**src/rtl/spi_master.sv**
```systemverilog
// SPI mode-0 master: shifts bytes out MSB-first on MOSI with a D/C sideband,
// samples MISO full-duplex on SCLK rising edges and returns each received byte.
module spi_master #(
  parameter int  CLK_DIV = 2,
  localparam int CNT_W   = $clog2(CLK_DIV + 1)
) (
  input  logic       clk_i,
  input  logic       rst_n_i,
  input  logic       byte_vld_i,
  input  logic [7:0] byte_data_i,
  input  logic       byte_dc_i,
  input  logic       byte_last_i,
  output logic       byte_rdy_o,
  output logic       rx_vld_o,
  output logic [7:0] rx_data_o,
  output logic       busy_o,
  output logic       spi_sclk_o,
  output logic       spi_mosi_o,
  output logic       spi_cs_n_o,
  output logic       dc_o,
  input  logic       spi_miso_i
);

  typedef enum logic [2:0] {
    IDLE  = 3'd0,
    SETUP = 3'd1,
    XFER  = 3'd2,
    WAIT  = 3'd3,
    HOLD  = 3'd4,
    GAP   = 3'd5
  } state_t;

  localparam logic [CNT_W-1:0] CNT_RELOAD = CNT_W'(CLK_DIV - 1);
  localparam logic [CNT_W-1:0] CNT_ONE    = CNT_W'(1);

  state_t           state_r;
  logic [CNT_W-1:0] cnt_r;
  logic [2:0]       bit_cnt_r;
  logic [7:0]       tx_sr_r;
  logic [7:0]       rx_sr_r;
  logic             last_r;
  logic             accept_s;
  logic             cnt_zero_s;

  // byte_rdy_o is itself registered, so an accept can only occur in IDLE or WAIT
  assign accept_s   = byte_vld_i & byte_rdy_o;
  assign cnt_zero_s = (cnt_r == {CNT_W{1'b0}});

  // Transfer sequencer: state, counters, shift registers and all SPI/handshake outputs
  always_ff @(posedge clk_i or negedge rst_n_i) begin
    if (!rst_n_i) begin
      state_r    <= IDLE;
      cnt_r      <= {CNT_W{1'b0}};
      bit_cnt_r  <= 3'd0;
      tx_sr_r    <= 8'h00;
      rx_sr_r    <= 8'h00;
      last_r     <= 1'b0;
      byte_rdy_o <= 1'b0;
      rx_vld_o   <= 1'b0;
      rx_data_o  <= 8'h00;
      busy_o     <= 1'b0;
      spi_sclk_o <= 1'b0;
      spi_mosi_o <= 1'b0;
      spi_cs_n_o <= 1'b1;
      dc_o       <= 1'b0;
    end else begin
      rx_vld_o <= 1'b0;
      case (state_r)
        IDLE, WAIT: begin
          if (accept_s) begin
            tx_sr_r    <= byte_data_i;
            last_r     <= byte_last_i;
            dc_o       <= byte_dc_i;
            spi_mosi_o <= byte_data_i[7];
            spi_cs_n_o <= 1'b0;
            byte_rdy_o <= 1'b0;
            busy_o     <= 1'b1;
            cnt_r      <= CNT_RELOAD;
            state_r    <= SETUP;
          end else begin
            byte_rdy_o <= 1'b1;
            busy_o     <= (state_r == WAIT);
          end
        end
        SETUP: begin
          if (cnt_zero_s) begin
            spi_sclk_o <= 1'b1;
            rx_sr_r    <= {rx_sr_r[6:0], spi_miso_i};
            bit_cnt_r  <= 3'd0;
            cnt_r      <= CNT_RELOAD;
            state_r    <= XFER;
          end else begin
            cnt_r <= cnt_r - CNT_ONE;
          end
        end
        XFER: begin
          if (!cnt_zero_s) begin
            cnt_r <= cnt_r - CNT_ONE;
          end else if (spi_sclk_o) begin
            // Falling edge: advance MOSI except after bit0, which is held
            spi_sclk_o <= 1'b0;
            cnt_r      <= CNT_RELOAD;
            if (bit_cnt_r != 3'd7) begin
              tx_sr_r    <= {tx_sr_r[6:0], 1'b0};
              spi_mosi_o <= tx_sr_r[6];
            end else begin
              tx_sr_r <= tx_sr_r;
            end
          end else if (bit_cnt_r == 3'd7) begin
            rx_vld_o  <= 1'b1;
            rx_data_o <= rx_sr_r;
            cnt_r     <= CNT_RELOAD;
            if (last_r) begin
              state_r <= HOLD;
            end else begin
              byte_rdy_o <= 1'b1;
              state_r    <= WAIT;
            end
          end else begin
            spi_sclk_o <= 1'b1;
            rx_sr_r    <= {rx_sr_r[6:0], spi_miso_i};
            bit_cnt_r  <= bit_cnt_r + 3'd1;
            cnt_r      <= CNT_RELOAD;
          end
        end
        HOLD: begin
          if (cnt_zero_s) begin
            spi_cs_n_o <= 1'b1;
            cnt_r      <= CNT_RELOAD;
            state_r    <= GAP;
          end else begin
            cnt_r <= cnt_r - CNT_ONE;
          end
        end
        GAP: begin
          // Minimum CS-high time before the next frame may be accepted
          if (cnt_zero_s) begin
            byte_rdy_o <= 1'b1;
            busy_o     <= 1'b0;
            state_r    <= IDLE;
          end else begin
            cnt_r <= cnt_r - CNT_ONE;
          end
        end
        default: begin
          byte_rdy_o <= 1'b0;
          busy_o     <= 1'b0;
          spi_sclk_o <= 1'b0;
          spi_cs_n_o <= 1'b1;
          state_r    <= IDLE;
        end
      endcase
    end
  end

endmodule

```
**config.mk**
```make
export PLATFORM = sky130hd
export DESIGN_NAME = spi_master
export DESIGN_NICKNAME = d
export VERILOG_FILES = /design/src/rtl/spi_master.sv
export SDC_FILE = /design/constraint.sdc
export NUM_CORES = 1
export LEC_CHECK = 0
export CAP_MARGIN = 40
export CORE_MARGIN = 1
export CORE_UTILIZATION = 50
export CTS_BUF_LIST = sky130_fd_sc_hd__clkbuf_8 sky130_fd_sc_hd__clkbuf_16
export DETAILED_ROUTE_END_ITERATION = 8
export HOLD_SLACK_MARGIN = 0.02
export PLACE_DENSITY = 0.74
export SLEW_MARGIN = 10
export SYNTH_ARGS = -nofsm -noshare
export SYNTH_HDL_FRONTEND = slang
export SYNTH_SLANG_ARGS = --single-unit
```
**constraint.sdc**
```tcl
create_clock -name clk_i -period 2.2 [get_ports clk_i]
set_input_delay 0.44 -clock clk_i [delete_from_list [all_inputs] [get_ports clk_i]]
set_output_delay 0.44 -clock clk_i [all_outputs]
set_load 0.005 [all_outputs]
```
After elaboration in Yosys (flattened, before gate mapping):

Cells that the tools add are included.

* add/subtract/negate cells: 2
* multipliers: 0
* divide/modulo/power cells: 0
* magnitude comparators: 0
* equality and inequality tests: 19
* shifts and indexed selects: 0
* mux-type cells: 52
* bitwise logic cells: 6
* reductions and logical operators: 20

Operator list (number)
* $mux W3: 11
* $mux W8: 4
* $mux W7: 4
* $ne A2 B2 Y1 const B: 12
* $mux W1: 20
* $pmux W8 S2: 1
* $pmux W3 S5: 1
* $pmux W7 S2: 1
* $reduce_and A5 Y1: 2
* $eq A3 B3 Y1 const B: 3
* $pmux W1 S3: 3
* $reduce_and A3 Y1: 3
* $reduce_and A7 Y1: 1
* $eq A3 B2 Y1 const B: 2
* $mux W2: 3
* $pmux W2 S3: 1
* $pmux W3 S2: 1
* $reduce_and A6 Y1: 1
* $reduce_or A3 Y1: 2
* $not A1 Y1: 5
* $pmux W1 S4: 1
* $reduce_and A2 Y1: 2
* $reduce_and A4 Y1: 1
* $reduce_bool A2 Y1: 2
* other kinds (11): 12

* bits in registers: 39
* bits in latches: 0
* memory bits (writable): 0
* bits in read-only memories: 0
* output and inout port bits: 15
* word-level logic and storage cells: 113
* memories kept: 0

Depth between registers and ports, before layout:

* word-level depth: 5
* gate-level depth with buffers: 7

Least setup slack after synthesis:

OpenSTA, ideal clock, no wires.

* path type: reg2reg
* start point: register bit_cnt_r[0]
* end point: register tx_sr_r[0]
* library setup time: 0.122 ns
* arrival: 1.731 ns
* required time: 2.078 ns
* path slack: 0.348 ns
* stages on the path, launching flop included: 8
* buffers on the path: 1
* cell sequence: dfrtp_1 ha_1 ha_1 nand3b_1 o22a_1 or2_1 clkbuf_1 a32o_1

* cells in the longest elaborated chain, start to end: 3

Ends and longest elaborated chain
* from (decl): RTL line 38 `logic [2:0] bit_cnt_r;`
* from (signal assigned): RTL line 122 `bit_cnt_r <= bit_cnt_r + 3'd1;`
* $ne A3 B3 Y1: RTL line 103 `if (bit_cnt_r != 3'd7) begin`
* $ne A2 B2 Y1 (no line)
* $reduce_and A5 Y1 (no line)
* to (signal assigned): RTL line 71 `tx_sr_r <= byte_data_i;`
* to (signal assigned): RTL line 104 `tx_sr_r <= {tx_sr_r[6:0], 1'b0};`
* to (signal assigned): RTL line 107 `tx_sr_r <= tx_sr_r;`
* to (decl): RTL line 39 `logic [7:0] tx_sr_r;`

Every way passes these cells.
A chain may end at the register's enable or synchronous reset.

Worst setup path in the final report:

Same ends and word-level chain as after synthesis.

==> results.yml <==
power_and_ir_drop:
  switching_share: 0.357
  p_comb_frac: 0.407
  seqPwrFrac: 0.388
  power_density_nw_per_um2: 1180
  power.internal_uw: 1850
  vdd_drop_max_mv: 0.713
  p_leak_uw: 0.00109
  p_sw_uw: 1030
  p_clk_frac: 0.205
job:
  drv_cap: 0
synth:
  yosysWarnings: 0
  synth-edff-count: 0
  ys.flop_type: "dfrtp_1"
  netlist_area_um2: 1960
  syn_nets: 198
  ys_ff_latch: 39
  syn_inst: 180
  ys_seq_area_frac: 0.498
  yosys.cell_types.count: 42
  synthArstFlopShare: 1.00
  syn_avg_cell_area_um2: 10.9
worst_setup_path:
  crit_chain: "ha_1, ha_1, nand3b_1, o22a_1, or2_1, a32o_1"
  crit_type: "flip-flop to flip-flop"
  r2r_cells: 6
  cp.required_ns: 2.38
  crit_top_cell: "ha_1"
  start_kind: "flip-flop"
  critPathCaptureType: "flip-flop"
  cp.arrival_ns: 2.20
  slowest_stage: "dfrtp_1"
  crit_start: "bit_cnt_r[0]"
  slowest_delay_ns: 0.41
  crit-reg2reg-launch: "bit_cnt_r[0]"
  cp_max_fo: 8
global_routing:
  grt_usage: 0.226
  gr-total-overflow: 0
  grt_pass1_vias: 1553
  antenna_found_initial: 0
  grt_max_degree: 23
  grt_pass1_wl_um: 7110
timing:
  fmax_mhz: 497
  relSlewSlack: 0.633
  maxSlewViolCount: 0
  min_period_ns: 2.01
  setup_viol: 0
  finalHoldViolations: 0
  period_share: 0.915
  tightest_slew_ns: 0.551
  rsz0062_at_grt: "no"
  fin_setup_tns_ns: 0
  fin_worst_skew_ns: 0.00620
final_layout:
  layout_commonest_cell: "dfrtp_1"
  synthToLayoutAreaGrowth_pct: 24.9
  regArea_um2: 977
  multiInputGateArea_um2: 915
  drive_gt1_frac: 0.198
  final.fill_count: 314
  fin_nets: 234
  layout_common_cells: "dfrtp_1, clkdlybuf4s50_1, mux2_2, o21ai_0, buf_4"
  stdcell_area_um2: 2450
  diodes: 0
detailed_routing:
  ant_nets: 0
  viasPerCell: 5.84
  drt_wl_total_um: 4240
  drtIter0Drc: 143
  drt-wirelength-per-cell_um: 16.0
  first_pass_iters: 5
  drc_errors: 0
  num_vias: 1548
floorplanning:
  pin_count: 29
  die_width_um: 64.7
  dieArea_um2: 4180
  die_height_um: 64.7
  initial_core_util: 0.528
  num_rows: 22
  core_area_um2: 3720
clock_network:
  cts.path.max_buffers: 2
  cts-buffers-inserted: 5
  clock-root-buffer: "clkbuf_8"
  cts_tree: "built"
  clkSinkCount: 39
  clkLatencyLatePin_ns: 0.30
  postCtsSetupBuffers: 0
  clk_pin_slew_ns: 0.08
  h-tree-depth: 2
placed_design:
  dpl.hpwl_um: 2980
  port_buffers: 28
  dpl_cell_area_um2: 2320
  gp_congestion: 0.871
status:
  status: "finished, final reports clean"
hold_path:
  hp-class: "input pin to asynchronous set/reset pin"
-- per-layer routing --
metal,part of all wire,vias up,track usage
li1,-,722,-
met1,0.43,760,0.285
met2,0.50,59,0.384
met3,0.057,7,0.0493
met4,0.013,0,0.0778
met5,0,-,0
-- stage by stage --
step                std cells  setup slack [ns]   util  power [uW]  hold WS (ns)
floorplan                 180             0.348      -        1910         0.144
global placement          256             0.240  0.626        2220         0.276
detailed placement        256             0.134  0.626        2280         0.284
CTS                       265            0.0890  0.659        2890         0.500
global route              265            0.0944  0.660        3090         0.512
finish                    265             0.187  0.660        2890         0.502
-- worst paths after layout --
check,slack [ns],endpoint
max in group asynchronous,1.24,tx_sr_r[5]
min,0.50,cnt_r[0]
max reg2reg,0.19,tx_sr_r[0]
min reg2reg,0.50,tx_sr_r[0]
min in group clk_i,0.50,tx_sr_r[0]
max,0.19,tx_sr_r[0]
-- power by group through the flow --
stage	registers [uW]	clock network [uW]	logic [uW]
after global placement	1110	0	1100
after CTS	1120	604	1170
after global routing	1150	630	1300
final	1120	593	1170
after floorplan	1070	0	834
after detailed placement	1130	0	1150
-- flip-flops by register name, indices dropped and copies added (netlist names) --
register and cells:
rx_vld_o 1, spi_sclk_o 1, rx_sr_r 8, state_r 3, bit_cnt_r 3, dc_o 1, rx_data_o 8, last_r 1
cnt_r 2, byte_rdy_o 1, spi_mosi_o 1, busy_o 1, spi_cs_n_o 1, tx_sr_r 7
-- worst max-delay path, delay by kind of cell, from the launching register on --
kind | cells | cell delay, ns
compound gates | 2 | 0.53
simple gates | 2 | 0.53
fa+ha+maj | 2 | 0.45
flops | 1 | 0.41
-- cells in the mapped netlist (2+ instances only) --
| library cell | n | area (um^2) |
|---|---|---|
| o21a_1 | 3 | 22.5 |
| a32o_1 | 2 | 20.0 |
| o22a_1 | 2 | 17.5 |
| inv_1 | 5 | 18.8 |
| nor3_1 | 5 | 25.0 |
| o22ai_1 | 3 | 18.8 |
| o21ai_1 | 2 | 10.0 |
| buf_2 | 3 | 15.0 |
| a221oi_1 | 3 | 26.3 |
| nor2b_1 | 7 | 43.8 |
| clkbuf_1 | 5 | 18.8 |
| o21ai_0 | 18 | 90.1 |
| nor2_1 | 6 | 22.5 |
| and2_1 | 2 | 12.5 |
| mux2_2 | 18 | 203 |
| nand2b_1 | 3 | 18.8 |
| a31oi_1 | 2 | 12.5 |
| mux2i_1 | 6 | 60.1 |
| a21oi_1 | 7 | 35.0 |
| nand2_1 | 10 | 37.5 |
| ha_1 | 4 | 50.1 |
| o211ai_1 | 2 | 15.0 |
| o31ai_1 | 4 | 30.0 |
| nand3b_1 | 3 | 22.5 |
| dfrtp_1 | 38 | 951 |
-- area by class of cell --
class | instances | area share
clock buffers | 5 | 0.0281
inverters | 5 | 0.00766
flip-flops and latches | 39 | 0.399
multi-input cells | 125 | 0.373
clock inverters | 3 | 0.0179
well taps | 48 | 0.0245
repair buffers | 40 | 0.150
-- what timing repair did --
action                                 4_1_cts  5_1_grt
setup endpoints to repair                    0        8
hold buffers                                 1        0
endpoints found under the hold margin        4        0
gates resized for setup                      0        1
-- cells by family (layout without fill, tap and decap cells) --
kind of cell,count (synthesis),after routing,share of synthesized area
compound gates,52,52,0.168
xor+xnor,1,1,0.00446
fa+ha+maj,4,4,0.0255
buf+inv,16,53,0.0382
flops,39,39,0.498
mux,24,24,0.134
simple gates,44,44,0.133
Power figures use the tool's default switching activity.
==> RTL edit 1 (same settings) <==
Make the reset (`rst_n_i`) synchronous in one clocked block.
--- a/src/rtl/spi_master.sv
+++ b/src/rtl/spi_master.sv
@@ -48,5 +48,5 @@
 
   // Transfer sequencer: state, counters, shift registers and all SPI/handshake outputs
-  always_ff @(posedge clk_i or negedge rst_n_i) begin
+  always_ff @(posedge clk_i) begin
     if (!rst_n_i) begin
       state_r    <= IDLE;
Function: differs if rst_n_i is asserted again (counterexample within 4 cycles, from zero or initial values and one cycle with rst_n_i low); with rst_n_i held inactive, the same outputs for 10 cycles.
==> RTL edit 1 against the unedited design <==
  * Sequential cell count unchanged
  * First-iteration DRC count down 23%
  * Utilization shrank 1.4 points
  * Via count is 0.32% lower
  * Largest power group is now sequential cells
  * Cell area fell by 1.4%
  * Worst hold slack lost 0.043 ns
  * Count of clock-buffer cells in the layout is 1 higher
  * Critical path depth stayed put
  * Area after synthesis grew 1.7%
  * Wire length decreased by 12%
  * Setup slack improved by 0.20 ns
  * Power down 22%
==> RTL edit 1: results (changes against the unedited design) <==
Clock tree
  • Latest clock arrival within the worst-skew pair: 0.28 ns (was 0.30 ns)

Worst hold path
  • Worst Hold Class: flop to flop (was input pin to async pin)

Power and ir drop
  • NetSw: 764 µW (was 1030 µW)

Global route
  • Pin count of the biggest net entering global routing: 43 (was 23)
  • Total GRT Usage: 0.197 (was 0.226)
  • First-pass GRT wire length: 6.55 mm (was 7.11 mm)

Worst setup path
  • CP max-delay cell: ha_1 (was dfrtp_1)
  • Worst EP arrival: 2.00 ns (was 2.20 ns)
  • Crit path max fanout: 11 (was 8)

Drt
  • Starting DRT DRC Count: 110 (was 143)
  • Drt wl/cell: 12.8 µm (was 16.0 µm)
  • Avg Vias per Cell: 5.30 (was 5.84)
  • First drt pass iteration count: 4 (was 5)

Yosys
  • Area contributors post-synth: dfxtp_1, mux2i_1, nor2b_1 (was dfrtp_1, mux2_2, o21ai_0)
  • Proportion of synthesized area in mux cells: 0.175 (was 0.134)
  • Mapped Nets: 234 (was 198)
  • Fraction of the yosys area taken by sequential cells: 0.391 (was 0.498)
  • Top post-synthesis cells by count: dfxtp_1, mux2i_1, nand2_1 (was dfrtp_1, mux2_2, o21ai_0)
  • Adder-Cell Fraction of Synth Area: 0.0251 (was 0.0255)
  • Synth Area in Compound Gates: 0.134 (was 0.168)

Layout
  • Number of fillers in the final layout: 317 (was 314)
  • Total Nets Final: 261 (was 234)

STA
  • Clock skew: 0.00509 ns (was 0.00620 ns)

Place
  • Placer congestion estimate: 0.829 (was 0.871)
  • Final HPWL from detailed placement: 2.58 mm (was 2.98 mm)
  • Dpl ws: 0.280 ns (was 0.134 ns)

Outcome
  • Status: finished clean (unchanged)
==> RTL edit 1: per-layer routing <==
| metal | track usage | wire (µm) | share of wire | vias to the layer above |
|---|---|---|---|---|
| met2 | 0.314 | 1670 | 0.45 | 41 |
| met4 | 0.0598 | 33 | 0.0089 | 0 |
| met1 | 0.263 | 1830 | 0.49 | 697 |
| met5 | 0 | 0 | 0 | - |
| met3 | 0.0434 | 188 | 0.051 | 4 |
| li1 | - | - | - | 801 |
==> RTL edit 1: kinds of logic after synthesis <==
family | count (synthesis)
AOI/OAI and AO/OA | 40
adders and majority gates | 4
muxes | 34
buffers and inverters | 21
and+or+nand+nor | 77
xor gates and xnor gates | 1
DFF | 39
==> RTL edit 1: power groups by stage <==
stage                     Sequential [µW]  Combinational, µW  Clock [µW]
final                                 895                845         497
after global routing                  912                941         538
after CTS                             895                849         510
after detailed placement              910                846           0
after global placement                909                833           0
after floorplan                       882                663           0
==> RTL edit 1: final timing paths <==
check / startpoint / cells past startpoint / slack (ns) / end
worst max register to register: cnt_r[0] / 6 / 0.39 / rx_sr_r[7]
worst min-delay path: tx_sr_r[2] / 2 / 0.46 / tx_sr_r[2]
worst max-delay path: cnt_r[0] / 6 / 0.39 / rx_sr_r[7]
worst min register to register: tx_sr_r[2] / 2 / 0.46 / tx_sr_r[2]
==> RTL edit 1: area by class of cell <==
class | count | area share
clock inverter | 1 | 0.00362
clock buffer | 6 | 0.0342
tap | 48 | 0.0248
timing repair buffer | 35 | 0.143
multi-input combinational | 156 | 0.462
inverter | 6 | 0.00932
sequential | 39 | 0.323
==> RTL edit 1: critical path: cells and delay by family, from the launching register on <==
family	cells	cell delay [ns]
muxes	1	0.23
DFF	1	0.33
buffers and inverters	1	0.06
and+or+nand+nor	2	0.35
adders and majority gates	1	0.37
AOI/OAI and AO/OA	1	0.37
==> RTL edit 1: per-stage QoR <==
| step | area, µm² | instances | utilization | power [µW] |
|---|---|---|---|---|
| after floorplan | 2000 | 216 | - | 1550 |
| after global placement | 2330 | 284 | 0.621 | 1740 |
| after detailed placement | 2330 | 284 | 0.621 | 1760 |
| after CTS | 2420 | 291 | 0.646 | 2250 |
| after global routing | 2420 | 291 | 0.646 | 2390 |
| final | 2420 | 291 | 0.646 | 2240 |
==> RTL edit 2 (same flow settings) <==
Made on the original files. `CLK_DIV`: 2 -> 4.
--- a/src/rtl/spi_master.sv
+++ b/src/rtl/spi_master.sv
@@ -2,5 +2,5 @@
 // samples MISO full-duplex on SCLK rising edges and returns each received byte.
 module spi_master #(
-  parameter int  CLK_DIV = 2,
+  parameter int  CLK_DIV = 4,
   localparam int CNT_W   = $clog2(CLK_DIV + 1)
 ) (
Behaviour: not the same (a bounded check fails within 10 cycles, from zero or initial values and one cycle with rst_n_i low).
==> RTL edit 2 against the unedited design <==
  * Worst hold slack got worse by 0.40 ns
  * Setup slack gained 0.043 ns
  * Wire length down 7.9%
  * Cell area grew 0.56%
  * Power decreased by 1.5%
  * Sequential share of layout area up 0.79 points
  * Combinational power down 7%
  * Area after synthesis increased by 1.1%
  * Non-clock buffer count shrank 1
  * Sequential cell count up 1
  * Global-route usage is 1.5 points lower
  * Highest routed layer unchanged
==> RTL edit 2: results (changes against the unedited design) <==
Clock tree
  • CTS Buffer Depth: 2 (unchanged)
  • Clock root cell: clkbuf_8 (unchanged)
  • Total CTS buffers: 5 (unchanged)

Power and ir drop
  • Worst VDD drop: 0.738 mV (was 0.713 mV)
  • Cell Pwr Density: 1150 nW/µm² (was 1180 nW/µm²)
  • NetSw: 988 µW (was 1030 µW)
  • Comb power frac: 0.383 (was 0.407)
  • Leak: 0.00111 µW (was 0.00109 µW)
  • Clock network power: 613 µW (was 593 µW)

Drt
  • Met3 wire length: 198 µm (was 242 µm)
  • Avg Vias per Cell: 5.70 (was 5.84)
  • Routed length on met1: 1.62 mm (was 1.83 mm)
  • DRT Wirelength: 3.90 mm (was 4.24 mm)
  • First drt pass iteration count: 4 (was 5)
  • Starting DRT DRC Count: 103 (was 143)
  • Met2 wire length: 2.02 mm (was 2.10 mm)

Global route
  • Met2 GRT Util: 0.363 (was 0.384)
  • Total GRT Usage: 0.212 (was 0.226)
  • Grt met1 use: 0.254 (was 0.285)
  • Vias in the first global route: 1531 (was 1553)
  • First-pass GRT wire length: 6.75 mm (was 7.11 mm)
  • Pin count of the biggest net entering global routing: 41 (was 23)

Worst setup path
  • Cell family with most CP delay: compound AO/OA/AOI/OAI gates (was simple AND/OR/NAND/NOR gates)
  • Slowest stage delay, CP: 0.38 ns (was 0.41 ns)
  • Crit path max fanout: 5 (was 8)
  • R2r endpoint: cnt_r[2] (was tx_sr_r[0])
  • Worst reg-to-reg path cell count: 7 (was 6)
  • Register-to-Register Setup Slack: 0.23 ns (was 0.19 ns)
  • Reg2Reg Launch Point: cnt_r[0] (was bit_cnt_r[0])
  • Worst EP arrival: 2.16 ns (was 2.20 ns)

Yosys
  • Proportion of synthesized area in mux cells: 0.148 (was 0.134)
  • Share of synthesized flip-flops with an asynchronous set or reset: 1.00 (unchanged)
  • Mapped Nets: 200 (was 198)
  • Adder-Cell Fraction of Synth Area: 0.0309 (was 0.0255)
  • Syn Area/Cell: 10.9 µm² (about the same)
  • Synth cell types: 40 (was 42)
  • Fraction of the yosys area taken by sequential cells: 0.505 (was 0.498)
  • Top post-synthesis cells by count: dfrtp_1, mux2_2, nor2_1 (was dfrtp_1, mux2_2, o21ai_0)
  • Area contributors post-synth: dfrtp_1, mux2_2, mux2i_1 (was dfrtp_1, mux2_2, o21ai_0)
  • Post-Synth XOR/XNOR Area: 0 (was 0.00446)
  • Synth Area in Compound Gates: 0.153 (was 0.168)

Place
  • Placed cells: 257 (was 256)
  • Dpl ws: 0.000633 ns (was 0.134 ns)
  • Final HPWL from detailed placement: 2.84 mm (was 2.98 mm)
  • Placer congestion estimate: 0.873 (was 0.871)
  • Placement Cell Area: 2350 µm² (was 2320 µm²)

Worst hold path
  • Worst Hold Class: input pin to async pin (unchanged)

STA
  • Clock skew: 0.00539 ns (was 0.00620 ns)
  • Minimum clock period: 1.97 ns (was 2.01 ns)
  • Measured slew at the worst slew-check pin: 0.612 ns (was 0.551 ns)

Layout
  • Number of fillers in the final layout: 296 (was 314)
  • Post-route insts no fill: 265 (unchanged)

Outcome
  • Status: finished clean (unchanged)
[RTL edit 2: worst min path at each step]
stage / from / to / slack (ns)
2_1_floorplan: rst_n_i / bit_cnt_r[0] / 0.14
3_3_place_gp: rst_n_i / rx_data_o[2] / 0.42
3_5_place_dp: rst_n_i / rx_data_o[1] / 0.43
4_1_cts: rst_n_i / rx_data_o[2] / 0.11
5_1_grt: rst_n_i / rx_data_o[1] / 0.11
6_report: rst_n_i / rx_data_o[1] / 0.11
[RTL edit 2: cell families (layout without fill, tap and decap cells)]
group,Yosys count,in the layout
buf+inv,21,56
mux,27,27
flops,40,40
compound gates,45,45
fa+ha+maj,5,5
simple gates,44,44
[RTL edit 2: final cells by class]
cell class	instances	area [µm²]	area share
clock buffers	5	68.8	0.0279
clock inverters	3	46.3	0.0188
inverters	9	33.8	0.0137
multi-input cells	121	883	0.358
flip-flops and latches	40	1000	0.407
well taps	48	60.1	0.0244
repair buffers	39	370	0.150
